===== config.mk =====
export PLATFORM = sky130hd
export DESIGN_NAME = reorder_buffer
export DESIGN_NICKNAME = d
export VERILOG_FILES = /design/src/rtl/reorder_buffer_pkg.sv /design/src/rtl/reorder_buffer.sv
export SDC_FILE = /design/constraint.sdc
export NUM_CORES = 2
export LEC_CHECK = 0
export BUFFER_PORTS_ARGS = -buffer_cell sky130_fd_sc_hd__clkbuf_2
export CAP_MARGIN = 15
export CORE_MARGIN = 2
export CORE_UTILIZATION = 40
export DETAILED_ROUTE_END_ITERATION = 7
export PLACE_DENSITY = 0.67
export SLEW_MARGIN = 10
export SYNTH_ARGS = -nofsm -noshare
export SYNTH_HDL_FRONTEND = slang
export SYNTH_SLANG_ARGS = --single-unit

===== constraint.sdc =====
create_clock -name clk_in -period 11.9 [get_ports clk_in]
set_input_delay 0.595 -clock clk_in [delete_from_list [all_inputs] [get_ports clk_in]]
set_output_delay 0.595 -clock clk_in [all_outputs]
set_load 0.005 [all_outputs]

===== src/rtl/reorder_buffer_pkg.sv =====
// Shared reorder buffer definitions: entry count, tag width, destination
// encodings and the tag-advance helper used for head/tail pointers.
package reorder_buffer_pkg;

  localparam int unsigned DEFAULT_ROB_SIZE = 15;
  localparam int unsigned TAG_W            = 4;
  localparam int unsigned NUM_SLOTS        = 1 << TAG_W;
  localparam int unsigned DATA_W           = 32;
  localparam int unsigned RD_W             = 5;
  localparam int unsigned DEST_W           = 2;

  typedef enum logic [DEST_W-1:0] {
    DEST_MEM    = 2'd0,
    DEST_REG    = 2'd1,
    DEST_BRANCH = 2'd2,
    DEST_JL     = 2'd3
  } dest_type_e;

  // Tags run 1..size; tag 0 is reserved for "no producer", so wrap to 1.
  function automatic logic [TAG_W-1:0] next_tag(input logic [TAG_W-1:0] tag,
                                                input int unsigned       size);
    logic [TAG_W-1:0] nxt;
    if (tag == TAG_W'(size)) nxt = TAG_W'(1);
    else                     nxt = tag + TAG_W'(1);
    return nxt;
  endfunction

endpackage


===== src/rtl/reorder_buffer.sv =====
// Reorder buffer: allocates tags at issue, collects CDB writebacks,
// forwards operand values to the issue stage and retires entries in order.
// A mispredicted branch at retirement raises a one-cycle flush and empties
// the buffer.
//
// Ports:
//   clk_in, rst_in (sync, active-high), rdy_in (global stall when low)
//   issue_*        : allocation request; issue_tag is the tag it will get
//   rob_full/empty : occupancy flags (combinational)
//   query_*        : two operand lookups (combinational)
//   wb_*           : CDB writeback, with branch outcome
//   commit_*       : registered in-order retirement pulse
//   flush_out/pc   : registered flush request and redirect PC
module reorder_buffer
  import reorder_buffer_pkg::*;
#(
  parameter int unsigned ROB_SIZE = DEFAULT_ROB_SIZE
) (
  input  logic              clk_in,
  input  logic              rst_in,
  input  logic              rdy_in,

  input  logic              issue_valid,
  input  logic [1:0]        issue_dest_type,
  input  logic [4:0]        issue_rd,
  input  logic [31:0]       issue_pc,
  output logic [3:0]        issue_tag,
  output logic              rob_full,
  output logic              rob_empty,

  input  logic [3:0]        query_tag1,
  input  logic [3:0]        query_tag2,
  output logic              query_ready1,
  output logic              query_ready2,
  output logic [31:0]       query_value1,
  output logic [31:0]       query_value2,

  input  logic              wb_valid,
  input  logic [3:0]        wb_tag,
  input  logic [31:0]       wb_value,
  input  logic              wb_mispredict,
  input  logic [31:0]       wb_target,

  output logic              commit_valid,
  output logic [3:0]        commit_tag,
  output logic [4:0]        commit_rd,
  output logic [31:0]       commit_value,
  output logic [1:0]        commit_dest_type,

  output logic              flush_out,
  output logic [31:0]       flush_pc
);

  localparam int unsigned CNT_W = $clog2(ROB_SIZE + 1);

  // Per-field entry storage indexed directly by tag; slot 0 is never busy.
  logic              ent_busy     [NUM_SLOTS];
  logic              ent_ready    [NUM_SLOTS];
  dest_type_e        ent_dest     [NUM_SLOTS];
  logic [RD_W-1:0]   ent_rd       [NUM_SLOTS];
  logic [DATA_W-1:0] ent_value    [NUM_SLOTS];
  logic              ent_mispred  [NUM_SLOTS];
  logic [DATA_W-1:0] ent_target   [NUM_SLOTS];

  logic [TAG_W-1:0]  head;
  logic [TAG_W-1:0]  tail;
  logic [CNT_W-1:0]  count;

  logic              do_commit;
  logic              do_flush;
  logic              issue_acc;
  logic              wb_hit;

  // The instruction PC is not needed at retirement: redirect targets arrive
  // with the branch writeback.
  logic unused_issue_pc;
  assign unused_issue_pc = ^issue_pc;

  // Occupancy and next-tag status.
  assign issue_tag = tail;
  assign rob_full  = (count == CNT_W'(ROB_SIZE));
  assign rob_empty = (count == CNT_W'(0));

  // Operand lookup: tag 0 is a constant, stored results win, then the CDB.
  function automatic logic [DATA_W:0] lookup(input logic [TAG_W-1:0] tag);
    logic [DATA_W:0] res;
    res = {1'b0, DATA_W'(0)};
    if (tag == TAG_W'(0))                  res = {1'b1, DATA_W'(0)};
    else if (ent_busy[tag] && ent_ready[tag]) res = {1'b1, ent_value[tag]};
    else if (wb_valid && (wb_tag == tag))  res = {1'b1, wb_value};
    return res;
  endfunction

  always_comb begin
    {query_ready1, query_value1} = lookup(query_tag1);
    {query_ready2, query_value2} = lookup(query_tag2);
  end

  // Per-cycle control decisions, all taken from pre-edge state.
  always_comb begin
    do_commit = ent_busy[head] && ent_ready[head];
    do_flush  = do_commit && (ent_dest[head] == DEST_BRANCH) && ent_mispred[head];
    issue_acc = issue_valid && !rob_full && !flush_out;
    wb_hit    = wb_valid && (wb_tag != TAG_W'(0)) && ent_busy[wb_tag];
  end

  // Entry state, pointers and registered retirement/flush outputs.
  always_ff @(posedge clk_in) begin
    if (rst_in) begin
      for (int i = 0; i < int'(NUM_SLOTS); i++) begin
        ent_busy[i]  <= 1'b0;
        ent_ready[i] <= 1'b0;
      end
      head             <= TAG_W'(1);
      tail             <= TAG_W'(1);
      count            <= CNT_W'(0);
      commit_valid     <= 1'b0;
      commit_tag       <= '0;
      commit_rd        <= '0;
      commit_value     <= '0;
      commit_dest_type <= '0;
      flush_out        <= 1'b0;
      flush_pc         <= '0;
    end else if (rdy_in) begin
      commit_valid <= do_commit;
      flush_out    <= do_flush;

      if (do_commit) begin
        commit_tag       <= head;
        commit_rd        <= (ent_dest[head] == DEST_MEM) ? RD_W'(0) : ent_rd[head];
        commit_value     <= ent_value[head];
        commit_dest_type <= ent_dest[head];
      end

      if (do_flush) begin
        // Squash everything younger, including anything arriving this edge.
        flush_pc <= ent_target[head];
        for (int i = 0; i < int'(NUM_SLOTS); i++) begin
          ent_busy[i]  <= 1'b0;
          ent_ready[i] <= 1'b0;
        end
        head  <= TAG_W'(1);
        tail  <= TAG_W'(1);
        count <= CNT_W'(0);
      end else begin
        if (wb_hit) begin
          ent_ready[wb_tag] <= 1'b1;
          ent_value[wb_tag] <= wb_value;
          if (ent_dest[wb_tag] == DEST_BRANCH) begin
            ent_mispred[wb_tag] <= wb_mispredict;
            ent_target[wb_tag]  <= wb_target;
          end
        end

        if (do_commit) begin
          ent_busy[head]  <= 1'b0;
          ent_ready[head] <= 1'b0;
          head            <= next_tag(head, ROB_SIZE);
        end

        if (issue_acc) begin
          ent_busy[tail]    <= 1'b1;
          ent_ready[tail]   <= 1'b0;
          ent_dest[tail]    <= dest_type_e'(issue_dest_type);
          ent_rd[tail]      <= issue_rd;
          ent_mispred[tail] <= 1'b0;
          tail              <= next_tag(tail, ROB_SIZE);
        end

        case ({issue_acc, do_commit})
          2'b10:   count <= count + CNT_W'(1);
          2'b01:   count <= count - CNT_W'(1);
          default: count <= count;
        endcase
      end
    end
  end

endmodule


# Word-level counts from Yosys, hierarchy flattened
# Memory sizes are Yosys's and may differ from the RTL's. A register that Yosys moved wholly into a read port is not among the register bits.
# Cells that the tools add are included.
dict set report totals {
  register_bits 25
  ramBits 1184
  input_bits 121
  output_inout_bits 149
  word_cells 190
  mem_count 7
}
# name words width rd rd_ports_with_merged_regs write_ports line_no
set mem_list {}
lappend mem_list {ent_target 16 32 1 1 1 reorder_buffer.sv:63} ;# logic [DATA_W-1:0] ent_target [NUM_SLOTS];
lappend mem_list {ent_value 16 32 3 1 1 reorder_buffer.sv:61} ;# logic [DATA_W-1:0] ent_value [NUM_SLOTS];
lappend mem_list {ent_rd 16 5 1 1 1 reorder_buffer.sv:60} ;# logic [RD_W-1:0] ent_rd [NUM_SLOTS];
lappend mem_list {ent_dest 16 2 2 1 1 reorder_buffer.sv:59} ;# dest_type_e ent_dest [NUM_SLOTS];
lappend mem_list {ent_busy 16 1 4 1 16 reorder_buffer.sv:57} ;# logic ent_busy [NUM_SLOTS];
lappend mem_list {ent_mispred 16 1 1 1 2 reorder_buffer.sv:62} ;# logic ent_mispred [NUM_SLOTS];
lappend mem_list {{1 more memories} - - - - - -}
dict set report classes {
  addsub 4
  n_eq_ne 9
  n_mux 99
  bitwise_logic 32
  reduce_logical 31
}
# cell count
set ops {}
lappend ops {{$mux W33} 6}
lappend ops {{$mux W4} 22}
lappend ops {{$mux W1} 69}
lappend ops {{$or A1 B1 Y1} 32}
lappend ops {{$add A4 B1 Y4 const B} 3}
lappend ops {{$eq A4 B4 Y1 const B} 3}
lappend ops {{$logic_not A4 Y1} 3}
lappend ops {{$logic_and A1 B1 Y1} 11}
lappend ops {{$reduce_and A2 Y1} 5}
lappend ops {{$eq A4 B4 Y1} 2}
lappend ops {{$pmux W4 S2} 1}
lappend ops {{$eq A2 B2 Y1 const B} 3}
lappend ops {{$mux W5} 1}
lappend ops {{$reduce_or A1 Y1} 5}
lappend ops {{$reduce_bool A2 Y1} 2}
lappend ops {{$reduce_bool A4 Y1} 1}
lappend ops {{$sub A4 B1 Y4 const B} 1}
lappend ops {{$reduce_bool A3 Y1} 1}
lappend ops {{$eq A2 B1 Y1 const B} 1}
lappend ops {{$logic_not A1 Y1} 2}
lappend ops {{$logic_not A2 Y1} 1}

# Logic depth before layout (Yosys ltp)
dict set report logic_depth {
  ltp_word 11
  mapped_depth 14
  ltp_nobuf 11
}

# Worst setup path after synthesis
# OpenSTA, ideal clock, no wires.
dict set report synth_timing {
  kind {input to register}
  start {input port wb_tag[0]}
  end {memory ent_target[10][0], enable pin}
  setup_ps 502
  arrival_ps 5623
  t_required_ps 11398
  path_slack_ps 5776
  stages 8
  n_path_buf 4
  path_cell_list {buf_2 > buf_2 > mux4_2 > a22oi_1 > nand3_1 > clkbuf_1 > clkbuf_1 > nor4_1}
}
dict set report synth_via {
  elab_chain_cells 8
  elab_cells_between_ends 12
  cone_classes {1 x eq/ne; 6 x mux; 3 x reduce/logical; 2 x memory}
}
# element line_no
set synth_rtl {}
lappend synth_rtl {{start: declaration} reorder_buffer.sv:39} ;# input logic [3:0] wb_tag,
lappend synth_rtl {{$mem_v2 Z16 W2 / $reduce_bool A4 Y1 (equally long branches)} -}
lappend synth_rtl {{$eq A2 B2 Y1 / $logic_and A1 B1 Y1 (equally long branches)} {reorder_buffer.sv:149, reorder_buffer.sv:104}}
lappend synth_rtl {{$mux W1 / $logic_and A1 B1 Y1 (equally long branches)} {reorder_buffer.sv:149, reorder_buffer.sv:104}}
lappend synth_rtl {{$mux W1} reorder_buffer.sv:146} ;# if (wb_hit) begin
lappend synth_rtl {{$mux W1} reorder_buffer.sv:135} ;# if (do_flush) begin
lappend synth_rtl {{$mux W1} reorder_buffer.sv:124} ;# end else if (rdy_in) begin
lappend synth_rtl {{$mux W1} reorder_buffer.sv:109} ;# if (rst_in) begin
lappend synth_rtl {{$mux W1 (not written as such)} reorder_buffer.sv:151} ;# ent_target[wb_tag] <= wb_target;
lappend synth_rtl {{end: declaration} reorder_buffer.sv:63}
# Several ways; a longest one is shown, not always the timed one.

==> results.yml <==
critical_path:
  path_class: "reg -> reg"
  arrival_ns: 5.33
  cp-end-kind: "flop"
  crit_path_start_kind: "flop"
  path_max_fanout: 44
  required_ns: 12.30
job:
  cap_violations: 0
synth:
  avgSynthCellArea_sq_um: 19.1
  synth_area_leader_cell: "edfxtp_1"
  seq_area_frac_synth_pct: 63.4
  ys_warn_count: 0
  syn_area_sq_mm: 0.0583
  synth.distinct_cells: 73
  synth_async_sr_flop_share_pct: 0
  ys_ff_latch: 1277
  synthCells: 3049
  synth_edf_count: 1136
  synth-main-ff-cell: "edfxtp_1"
  netlist_top_cells_count: "edfxtp_1 (1136), mux4_2 (688), nand2_1 (189)"
  yosys-top-cells-area: "edfxtp_1 (59%), mux4_2 (27%), dfxtp_1 (4.8%)"
  yosysMostFrequentCell: "edfxtp_1"
  yosys.area.top_type_share_pct: 58.5
route:
  wl_per_cell_um: 29.6
  first_iter_violations: 3368
  via_count: 32800
  route.detailed.drc: 0
  wl_mm: 159
  dr.pass1.iters: 6
  viasPerCell: 6.13
  antenna_left: 0
placement:
  io_buffers: 237
  gp_congestion: 0.819
  dpl.hpwl_mm: 85.0
clocking:
  clock_sinks: 1277
  clk_latency_ns: 0.78
  tritoncts: "built"
  postCtsSetupBuffers: 0
  clk_pin_slew_worst_paths_ns: 0.06
  cts_resized: 0
  cts_buffer_depth: 3
  cts-hold-fix-buffers: 0
  cts-root-buf: "clkbuf_16"
  cts_buffers: 141
  h-tree-depth: 4
power:
  p_seq_share_pct: 51.5
  ir_worst_vdd_uv: 133
  combPwrFrac_pct: 4.3
  switchingPower_w: 0.00206
  p_int_w: 0.00750
  leakage_nw: 21.0
  power_density_mw_per_mm2: 144
  pwr-share-clk_pct: 44.2
  p_sw_share_pct: 21.5
sta:
  hold_viol: 0
  final.setup.tns_ns: 0
  fin_crit_sh_pct: 41.5
  setup_violations: 0
  max_freq_mhz: 203
  maxSlewHeadroom_pct: 21.6
  drv_slew: 0
  rsz0062_at_grt: "false"
  post-route-min-period_ns: 4.93
  timing.hold.ws_ns: 0.231
  skew_ns: 0.0326
  tightest_slew_ns: 1.18
floorplan:
  core_sq_mm: 0.145
  start_util_pct: 40.1
  dieArea_sq_mm: 0.149
  die_w_um: 386
  rows: 140
  fp.dieH_um: 386
  ios: 270
global_route:
  grt_overflow: 0
  grt_pass1_vias: 33000
  track_usage_pct: 21.4
  grt_pass1_wl_mm: 229
  grt_max_degree: 148
  antenna_found_initial: 12
worst_hold_path:
  hold_path.class: "in -> reg"
finish:
  area_delta_synth_final_pct: 14.0
  layout-drive-gt1-share_pct: 36.9
  fin_nets: 3450
  fill_cells: 12200
run_status:
  outcome: "complete, no violations"
==> metal layers <==
metal | vias to the layer above | part of all wire, % | GRT usage (%)
li1 | 13500 | - | -
met1 | 17400 | 38 | 28.0
met2 | 1603 | 49 | 35.1
met3 | 318 | 9.4 | 5.20
met4 | 20 | 3.1 | 7.28
met5 | - | 0.071 | 0
==> area by class of cell <==
cell class	count	area (sq um)	area share, %
tap	1917	2400	3.61
multi-input combinational	1575	20700	31.2
timing repair buffer	311	1800	2.72
inverter	12	46.3	0.0697
antenna	3	7.51	0.0113
sequential	1277	37000	55.6
clock inverter	75	659	0.993
clock buffer	183	3820	5.75
==> stage by stage <==
stage	util (%)	power (W)	worst slack, ns	area [sq um]	instances
after floorplan	-	0.00526	5.78	58500	3112
after global placement	42.7	0.00542	6.99	61900	5092
after detailed placement	42.7	0.00542	6.97	61900	5092
after CTS	45.7	0.00963	6.95	66400	5350
after global routing	45.7	0.00983	6.80	66400	5351
final	45.7	0.00955	6.97	66400	5353
==> layout by cell type (no fill, tap or decap), types with 15 or more instances in the layout <==
cell type  count
nand2_1      187
a21oi_1      167
mux4_2       688
nor2b_1       21
clkinv_1      28
edfxtp_1    1136
clkbuf_2     229
dfxtp_1      136
and3_1        17
conb_1        64
clkinv_2      17
clkbuf_16    145
nor3b_1       65
buf_4         74
nor2_1        79
clkbuf_1      33
o41ai_1       15
nor4_2        16
nand3_1       60
==> critical path, stage by stage (launching register included) <==
cell and delay, ns:
dfxtp_4 0.86, mux4_2 0.61, a22oi_1 0.20, nand3_1 0.21
and3b_1 0.25, buf_4 0.24, a21oi_4 0.51, nand2_1 0.37
nor2_4 0.73, buf_4 0.49
==> registers in the layout (all words and copies together), names as in the netlist, 5 cells and up, named ones only <==
signal        count
ent_target      512
ent_value       512
ent_rd           80
commit_value     32
ent_dest         32
flush_pc         32
ent_busy         16
ent_mispred      16
ent_ready        16
commit_rd         5
==> kinds of logic (layout without fill, tap and decap cells) <==
group / after synthesis / after routing / synth area share (%)
AOI/OAI and AO/OA: 273 / 273 / 3.02
xor gates and xnor gates: 6 / 6 / 0.0902
adders and majority gates: 11 / 11 / 0.249
buffers and inverters: 260 / 581 / 1.81
DFF: 1277 / 1277 / 63.4
muxes: 706 / 706 / 27.0
other: 1 / 67 / 0.00644
and+or+nand+nor: 515 / 515 / 4.38
==> power by group through the flow <==
stage                     combinational (W)  clock, W  sequential [W]
after global placement             0.000405         0         0.00501
after CTS                          0.000410   0.00430         0.00492
after detailed placement           0.000409         0         0.00502
after global routing               0.000437   0.00447         0.00492
after floorplan                    0.000250         0         0.00501
final                              0.000410   0.00422         0.00492
==> worst paths after layout <==
check	start	endpoint	slack, ns	depth (start not counted)
max	flop	ent_value[7][5]	6.97	9
min	wb_target[8]	ent_target[2][8]	0.23	1
max reg2reg	flop	ent_value[7][5]	6.97	9
min reg2reg	ent_ready[0]	ent_ready[0]	0.45	2
No activity file was read; power rests on OpenSTA's default activity.
